<file path="config.mk">
export PLATFORM = sky130hd
export DESIGN_NAME = rom_loader
export DESIGN_NICKNAME = d
export VERILOG_FILES = /design/src/rtl/loader_pkg.sv /design/src/rtl/watchdog_timer.sv /design/src/rtl/rom_loader.sv
export SDC_FILE = /design/constraint.sdc
export NUM_CORES = 1
export LEC_CHECK = 0
export CORE_UTILIZATION = 58
export CTS_CLUSTER_DIAMETER = 150
export DETAILED_ROUTE_END_ITERATION = 8
export PLACE_DENSITY = 0.88
export SLEW_MARGIN = 30
export SYNTH_ARGS = -nofsm -noshare
export SYNTH_HDL_FRONTEND = slang
export SYNTH_SLANG_ARGS = --single-unit
</file>
<file path="constraint.sdc">
create_clock -name clock -period 2.7 [get_ports clock]
set_clock_uncertainty 0.05 [all_clocks]
set_input_delay 0.54 -clock clock [delete_from_list [all_inputs] [get_ports clock]]
set_output_delay 0.54 -clock clock [all_outputs]
set_load 0.1 [all_outputs]
</file>
<file path="src/rtl/loader_pkg.sv">
// Shared types and constants for the boot-time ROM loader.
// State encoding, error codes and byte-order helpers.
package loader_pkg;

  typedef enum logic [3:0] {
    S_IDLE,
    S_LEN_HI,
    S_LEN_LO,
    S_DATA_HI,
    S_DATA_LO,
    S_WRITE,
    S_CHECK,
    S_DONE,
    S_ERROR
  } state_t;

  localparam logic [1:0] ERR_NONE    = 2'd0;
  localparam logic [1:0] ERR_LEN     = 2'd1;
  localparam logic [1:0] ERR_CHK     = 2'd2;
  localparam logic [1:0] ERR_TIMEOUT = 2'd3;

  // Big-endian: first byte on the wire is the high byte.
  localparam int HI_LSB = 8;
  localparam int LO_LSB = 0;

  function automatic logic [15:0] make_word(
    input logic [7:0] hi,
    input logic [7:0] lo
  );
    return (16'(hi) << HI_LSB) | (16'(lo) << LO_LSB);
  endfunction

endpackage

</file>
<file path="src/rtl/watchdog_timer.sv">
// Idle-cycle watchdog: counts enabled cycles since the last reload.
// Ports: clock, reset_n, reload, enable in; expired out.
module watchdog_timer #(
  parameter int TIMEOUT_CYCLES = 1000000
) (
  input  logic clock,
  input  logic reset_n,
  input  logic reload,
  input  logic enable,
  output logic expired
);

  localparam int W = $clog2(TIMEOUT_CYCLES + 1);

  logic [W-1:0] count;

  // expired is high in the TIMEOUT_CYCLES-th idle cycle, so the
  // owner leaves on the edge that closes that cycle.
  assign expired = enable &&
    (count >= W'(TIMEOUT_CYCLES - 1));

  always_ff @(posedge clock or negedge reset_n) begin
    if (!reset_n) begin
      count <= '0;
    end else if (reload) begin
      count <= '0;
    end else if (enable && !expired) begin
      count <= count + 1'b1;
    end
  end

endmodule

</file>
<file path="src/rtl/rom_loader.sv">
// Byte-stream program loader: assembles big-endian words, writes
// them to instruction memory, verifies checksum, releases cpu_reset.
module rom_loader
  import loader_pkg::*;
#(
  parameter int ADDR_WIDTH     = 15,
  parameter int TIMEOUT_CYCLES = 1000000
) (
  input  logic                  clock,
  input  logic                  reset_n,
  input  logic                  start,
  input  logic                  in_valid,
  input  logic [7:0]            in_data,
  output logic                  in_ready,
  output logic [ADDR_WIDTH-1:0] mem_address,
  output logic [15:0]           mem_in,
  output logic                  mem_load,
  output logic                  cpu_reset,
  output logic                  done,
  output logic                  error,
  output logic [1:0]            error_code
);

  state_t state, state_next;

  logic [7:0]  len_hi;
  logic [7:0]  data_hi;
  logic [15:0] remaining;
  logic [7:0]  sum;
  logic        fire;
  logic        wd_expired;
  logic        restart;
  logic [15:0] len_word;
  logic        len_big;

  assign fire     = in_valid && in_ready;
  assign len_word = make_word(len_hi, in_data);
  assign len_big  = {16'd0, len_word} > (32'd1 << ADDR_WIDTH);
  assign restart  = start &&
    (state == S_IDLE || state == S_DONE || state == S_ERROR);

  // Held in reload while not receiving, so every entry into a
  // receive state starts from a full budget.
  watchdog_timer #(
    .TIMEOUT_CYCLES(TIMEOUT_CYCLES)
  ) u_wdog (
    .clock  (clock),
    .reset_n(reset_n),
    .reload (fire || !in_ready),
    .enable (in_ready),
    .expired(wd_expired)
  );

  always_ff @(posedge clock or negedge reset_n) begin
    if (!reset_n) begin
      state <= S_IDLE;
    end else begin
      state <= state_next;
    end
  end

  always_comb begin
    state_next = state;
    unique case (state)
      S_IDLE, S_DONE, S_ERROR: begin
        if (start) state_next = S_LEN_HI;
      end
      S_LEN_HI: begin
        if (fire) state_next = S_LEN_LO;
        else if (wd_expired) state_next = S_ERROR;
      end
      S_LEN_LO: begin
        if (fire) begin
          if (len_big) state_next = S_ERROR;
          else if (len_word == 16'd0) state_next = S_CHECK;
          else state_next = S_DATA_HI;
        end else if (wd_expired) begin
          state_next = S_ERROR;
        end
      end
      S_DATA_HI: begin
        if (fire) state_next = S_DATA_LO;
        else if (wd_expired) state_next = S_ERROR;
      end
      S_DATA_LO: begin
        if (fire) state_next = S_WRITE;
        else if (wd_expired) state_next = S_ERROR;
      end
      S_WRITE: begin
        if (remaining == 16'd1) state_next = S_CHECK;
        else state_next = S_DATA_HI;
      end
      S_CHECK: begin
        if (fire) begin
          if (in_data == sum) state_next = S_DONE;
          else state_next = S_ERROR;
        end else if (wd_expired) begin
          state_next = S_ERROR;
        end
      end
      default: state_next = S_IDLE;
    endcase
  end

  always_comb begin
    in_ready  = 1'b0;
    mem_load  = 1'b0;
    cpu_reset = 1'b1;
    done      = 1'b0;
    error     = 1'b0;
    unique case (state)
      S_LEN_HI, S_LEN_LO, S_DATA_HI,
      S_DATA_LO, S_CHECK: in_ready = 1'b1;
      S_WRITE: mem_load = 1'b1;
      S_DONE: begin
        cpu_reset = 1'b0;
        done      = 1'b1;
      end
      S_ERROR: error = 1'b1;
      default: ;
    endcase
  end

  always_ff @(posedge clock or negedge reset_n) begin
    if (!reset_n) begin
      len_hi      <= '0;
      data_hi     <= '0;
      remaining   <= '0;
      sum         <= '0;
      mem_address <= '0;
      mem_in      <= '0;
      error_code  <= ERR_NONE;
    end else begin
      if (restart) begin
        remaining   <= '0;
        sum         <= '0;
        mem_address <= '0;
        error_code  <= ERR_NONE;
      end
      if (fire && state != S_CHECK) begin
        sum <= sum + in_data;
      end
      if (fire && state == S_LEN_HI) len_hi <= in_data;
      if (fire && state == S_LEN_LO) remaining <= len_word;
      if (fire && state == S_DATA_HI) data_hi <= in_data;
      if (fire && state == S_DATA_LO) begin
        mem_in <= make_word(data_hi, in_data);
      end
      if (state == S_WRITE) begin
        mem_address <= mem_address + 1'b1;
        remaining   <= remaining - 16'd1;
      end
      if (state_next == S_ERROR && state != S_ERROR) begin
        if (fire && state == S_LEN_LO) error_code <= ERR_LEN;
        else if (fire && state == S_CHECK) error_code <= ERR_CHK;
        else error_code <= ERR_TIMEOUT;
      end
    end
  end

endmodule
</file>
# Word-level counts from Yosys, hierarchy flattened
# Index checks and enable logic that the tools add are counted.
[op_classes]
n_addsub = 4
multipliers = 0
n_div = 0
order_cmp = 2
eq_ne = 13
shift = 0
mux = 30
bitwise_logic = 2
reduce_logical = 25
[ops]
columns = ["cell", "count"]
rows = [
  ["two-way mux 16 bit", 3],
  ["two-way mux 20 bit", 2],
  ["two-way mux 4 bit", 9],
  ["bitwise OR 16 x 8 -> 16 bit", 2],
  ["two-way mux 15 bit", 2],
  ["case mux 4 bit (7 select lines)", 1],
  ["adder 20 x 1 -> 20 bit (second input constant)", 1],
  ["greater-or-equal comparator 20 bit (second input constant)", 1],
  ["== test 16 x 1 -> 1 bit (second input constant)", 1],
  ["== test 4 x 3 -> 1 bit (second input constant)", 4],
  ["greater-than comparator 16 bit (second input constant)", 1],
  ["logical NOT 16 bit", 1],
  ["two-way mux 8 bit", 2],
  ["subtractor 16 x 1 -> 16 bit (second input constant)", 1],
  ["adder 15 x 1 -> 15 bit (second input constant)", 1],
  ["logical AND 1 bit", 11],
  ["adder 8 bit", 1],
  ["== test 4 x 2 -> 1 bit (second input constant)", 2],
  ["== test 4 bit (second input constant)", 2],
  ["== test 8 bit", 1],
  ["nonzero test 2 bit", 4],
  ["two-way mux 1 bit", 6],
  ["two-way mux 2 bit", 3],
  ["two-way mux 3 bit", 2],
  ["9 further kinds", 12],
]
[word_totals]
register_bits = 97
latch_bits = 0
mem_bits_rw = 0
rom_bits = 0
in_bits = 12
out_inout_bits = 38
word_cells = 85
n_memories = 0

# Depth between registers and ports, before layout
[depth]
ltp_word = 10
depth_mapped = 9
depth_no_buf = 7

# Hierarchy
# From an unflattened synthesis, not the netlist that was laid out.
[unflattened]
hier_cells = 521
area_unflattened_um2 = 5207.5
[by_module_without_submodules]
columns = ["module", "n_inst", "cells_per_inst", "area_each_um2", "seq_area_each_um2"]
rows = [
  ["rom_loader", 1, 392, 4036.4, 1926.8],
  ["watchdog_timer", 1, 129, 1171.1, 500.5],
]

# Least setup slack after synthesis
# OpenSTA, ideal clock, no wires.
[synth_path]
kind = "reg-to-output"
from = "register state[3]"
to = "output done"
arrival_ps = 2673
required_ps = 2110
path_slack_ps = -563
stages_incl_launch_ff = 3
n_path_buf = 0
path_cell_list = "dfrtp_1 nand4b_1 inv_1"
[synth_between]
elab_chain_cells = 2
[synth_rtl]
columns = ["item", "line_no", "source"]
rows = [
  ["start: declaration", "rom_loader.sv:24", "state_t state, state_next;"],
  ["start signal: assignment", "rom_loader.sv:58", "state <= state_next;"],
  ["== test 4 x 3 -> 1 bit", "rom_loader.sv:111", "unique case (state)"],
  ["two-way mux 1 bit", "rom_loader.sv:111", ""],
  ["end: declaration", "rom_loader.sv:19", "output logic done,"],
]
# Every way passes these cells.

# Final worst setup path
[layout_path]
from = "register state[0]"
to = "output in_ready"
[layout_between]
elab_chain_cells = 3
word_cells_on_any_way = 7
cone_classes = "5 x eq/ne; 1 x mux; 1 x reduce/logical"
[layout_rtl]
columns = ["item", "line_no", "source"]
rows = [
  ["== test 4 x 1 -> 1 bit, or another cell as far along", "rom_loader.sv:111", ""],
  ["OR reduction 5 bit *", "rom_loader.sv:111", ""],
  ["two-way mux 1 bit *", "rom_loader.sv:111", ""],
  ["end: declaration", "rom_loader.sv:14", "output logic in_ready,"],
]
# Every way passes the cells marked *; elsewhere a longest branch is shown, timed or not.

==> impl_results.md <==
- Largest family of logic cells by synthesized area: simple AND/OR/NAND/NOR gates
- Iter 0 DRT Violations: 377
- Skew-Pair Late Insertion Delay: between 0.3 and 0.4 ns
- Worst path arrival time: 1.86 ns
- Final non-filler cell total: 718
- Clock sinks: 97
- Clk buf depth: 2
- Unrepaired setup endpoints after global routing: no
- Ys flop type: dfrtp_1
- Crit path cell chain: or3_4 -> nand2_1 -> nor2_1 -> buf_4
- Power density over the cells: 1030 nW/µm²
- Post-synthesis to final-layout area growth: 17.0%
- Final Slew Violations: 0
- Wirelength, routed: 13000 µm
- DP Wirelength: 9270 µm
- ANT nets after route: 0
- Die height: 97.3 µm
- Syn Inst Count: 545
- Mapped Nets: between 500 and 600
- Seq/Total Area, Yosys: 0.460
- Synth warn: 0
- Die ar.: 9470 µm²
- CTS H-tree lvls: 3
- Worst Path Buf+Inv: 1
- Final setup viols: 0
- RePlAce Congestion: approximately 0.93
- Number of primary I/O pins: 50
- Status: complete, no violations
- Max incr delay on CP: around 0.56 ns
- Post_cts resized: 0
- Area of the mapped netlist: 5270 µm²
- Overflow after GRT: 0
- Final hold viol count: 0
- Vias in the first global route: 4610
- Critical-path maximum fanout: 15
- Startpoint Class: flop
- Initial core utilization: 0.602
- Initial antenna violation count: 0
- Slew headroom: 0.516
- Vias per cell: 6.52
- CTS tree: yes
- Synth Register Bits: 97
- Top-area cell type share of the netlist area: 0.460
- Num CTS Buffers: 9
- Fmax: between 0.4 and 0.5 GHz
- Antenna cell count: 0
- Max-cap violations: 0
- Leakage: 2.79 nW
- Top cell type by total area after synthesis: dfrtp_1
- Area contributors post-synth: dfrtp_1 46%, mux2_2 7.0%, o21ai_0 4.1%
- Post-synth EDFFs: 0
- Synth Area in XOR/XNOR: 0.0150
- DRC violations left: 0
- Worst Max-Slew Pin Slew: between 0.7 and 0.8 ns
- Post-CTS setup repair buffer count: 0
- Nets: 629
- First-pass GRT wire length: between 20000 and 25000 µm
- Rows: 34
- Root Driver: clkbuf_8
- Asr flop ratio synth: 1.00
- CP delay by family, top: simple AND/OR/NAND/NOR gates
- Most common cell after layout, fill and taps aside: dfrtp_1
- Post-layout min period: 2.45 ns
- Hold Buf Count CTS: 0
- Fin crit share: 0.908
- Synth unique cells: 62
- Synth Area in Adders: 0.0299
- Worst-path clk slew: 0.10 ns
- Crit path kind: reg -> out
- Core area: 8760 µm²
- Largest net degree at the start of global routing: 42
- Total power draw: 6.35 mW
- Post-Synth Simple-Gate Area: 0.202
- WL/cell: around 18 µm
- Synth Area in Compound Gates: 0.164
- Mux cell area share after synthesis: 0.0933
- Placed Cells: about 700
- Fraction of layout cells with a size suffix above 1: 0.210
- Syn avg cell area: 9.67 µm²
- PortBufs: 49
- Most frequent cells in the layout: 97 x dfrtp_1, 63 x buf_4, 51 x nand2_1, 43 x o21ai_0, 35 x a21oi_1
- TritonRoute pass-1 iters: 5
- Worst Hold Class: in -> async
- Setup crit end kind: primary output
- Total global-route track usage: 0.287
- Worst EP required: 2.11 ns
- Die Wd: 97.3 µm
- Area after DPL: 5940 µm²
- Crit path max-delay cell type: dfrtp_1
- Vias: 4680
- Worst VDD drop: ~1000 µV
- Design area: between 6000 and 7000 µm²
## flip-flops by register name (all words and copies together), names as in the netlist
name and cells:
sum 8, remaining 16, mem_in 16, mem_address 15, state 4, data_hi 8, u_wdog.count 20, error_code 2
len_hi 8
## Yosys cell counts (5+ instances only)
master and number:
a21oi_1 35, a221o_1 5, and3_1 11, buf_2 12
clkbuf_1 12, dfrtp_1 97, ha_1 11, inv_1 16
mux2_2 33, mux2i_1 12, nand2_1 51, nand2b_1 7
nand3_1 29, nand4_1 18, nor2_1 32, nor3_1 20
o211ai_1 6, o21ai_0 43, o31ai_1 6, or3_1 6
xor2_1 5
## layout make-up
type / count / area (µm²)
clock buffer: 12 / 165
clock inverter: 4 / 58.8
fill: 648 / 2590
inverter: 16 / 63.8
multi-input combinational: 404 / 2670
sequential: 97 / 2430
tap: 108 / 135
timing repair buffer: 77 / 653
## per-stage QoR
stage	worst slack [ns]	util	setup TNS, ns	hold slack [ns]
2_1_floorplan	-0.454	-	-1.66	0.194
3_3_place_gp	0.0187	0.678	0	0.424
3_5_place_dp	0.00177	0.678	0	0.426
4_1_cts	0.264	0.704	0	0.107
5_1_grt	0.172	0.704	0	0.135
6_report	0.249	0.704	0	0.0962
## cells by family (layout without fill, tap and decap cells)
logic type | Yosys count | in the layout
multiplexers | 45 | 45
XOR/XNOR | 9 | 9
AO/OA/AOI/OAI | 134 | 134
AND/OR/NAND/NOR | 204 | 204
flip-flops | 97 | 97
buffers and inverters | 44 | 109
adder cells (fa/ha/maj) | 12 | 12
## per-layer routing
layer | part of all wire | vias to the layer above | track usage
met1 | 0.42 | 2310 | 0.384
met2 | 0.50 | 202 | 0.470
li1 | - | 2135 | -
met4 | 0.021 | 0 | 0.118
met3 | 0.058 | 33 | 0.0424
met5 | 0 | - | 0
## worst reg2reg max path, cell delays in order, from the launching register on
cell	delay [ns]
dfrtp_1	0.64
or3_4	0.27
nand2_1	0.10
or3_1	0.53
or4_1	0.57
o21ai_0	0.10
## report_power, final
group          internal [mW]  total, mW  switching (mW)
Sequential              1.84       2.19           0.349
Combinational          0.989       3.12            2.13
Clock                  0.515       1.04           0.522
Total                   3.35       6.35            3.00
## path summary, 6_finish.rpt
path                                              from                          end  slack [ns]  cells after the start
setup / recovery                    state[0]$_DFF_PN0_                     in_ready        0.25                      4
min in group clock         mem_address[14]$_DFFE_PN0P_  mem_address[14]$_DFFE_PN0P_        0.44                      1
setup reg to reg                    state[0]$_DFF_PN0_  u_wdog.count[8]$_DFFE_PN0P_        0.36                      5
hold / removal                                 reset_n     remaining[5]$_DFFE_PN0P_         0.1                      1
hold reg to reg            mem_address[14]$_DFFE_PN0P_  mem_address[14]$_DFFE_PN0P_        0.44                      1
max in group asynchronous                      reset_n  u_wdog.count[2]$_DFFE_PN0P_        1.81                      2
Power figures use the tool's default switching activity.
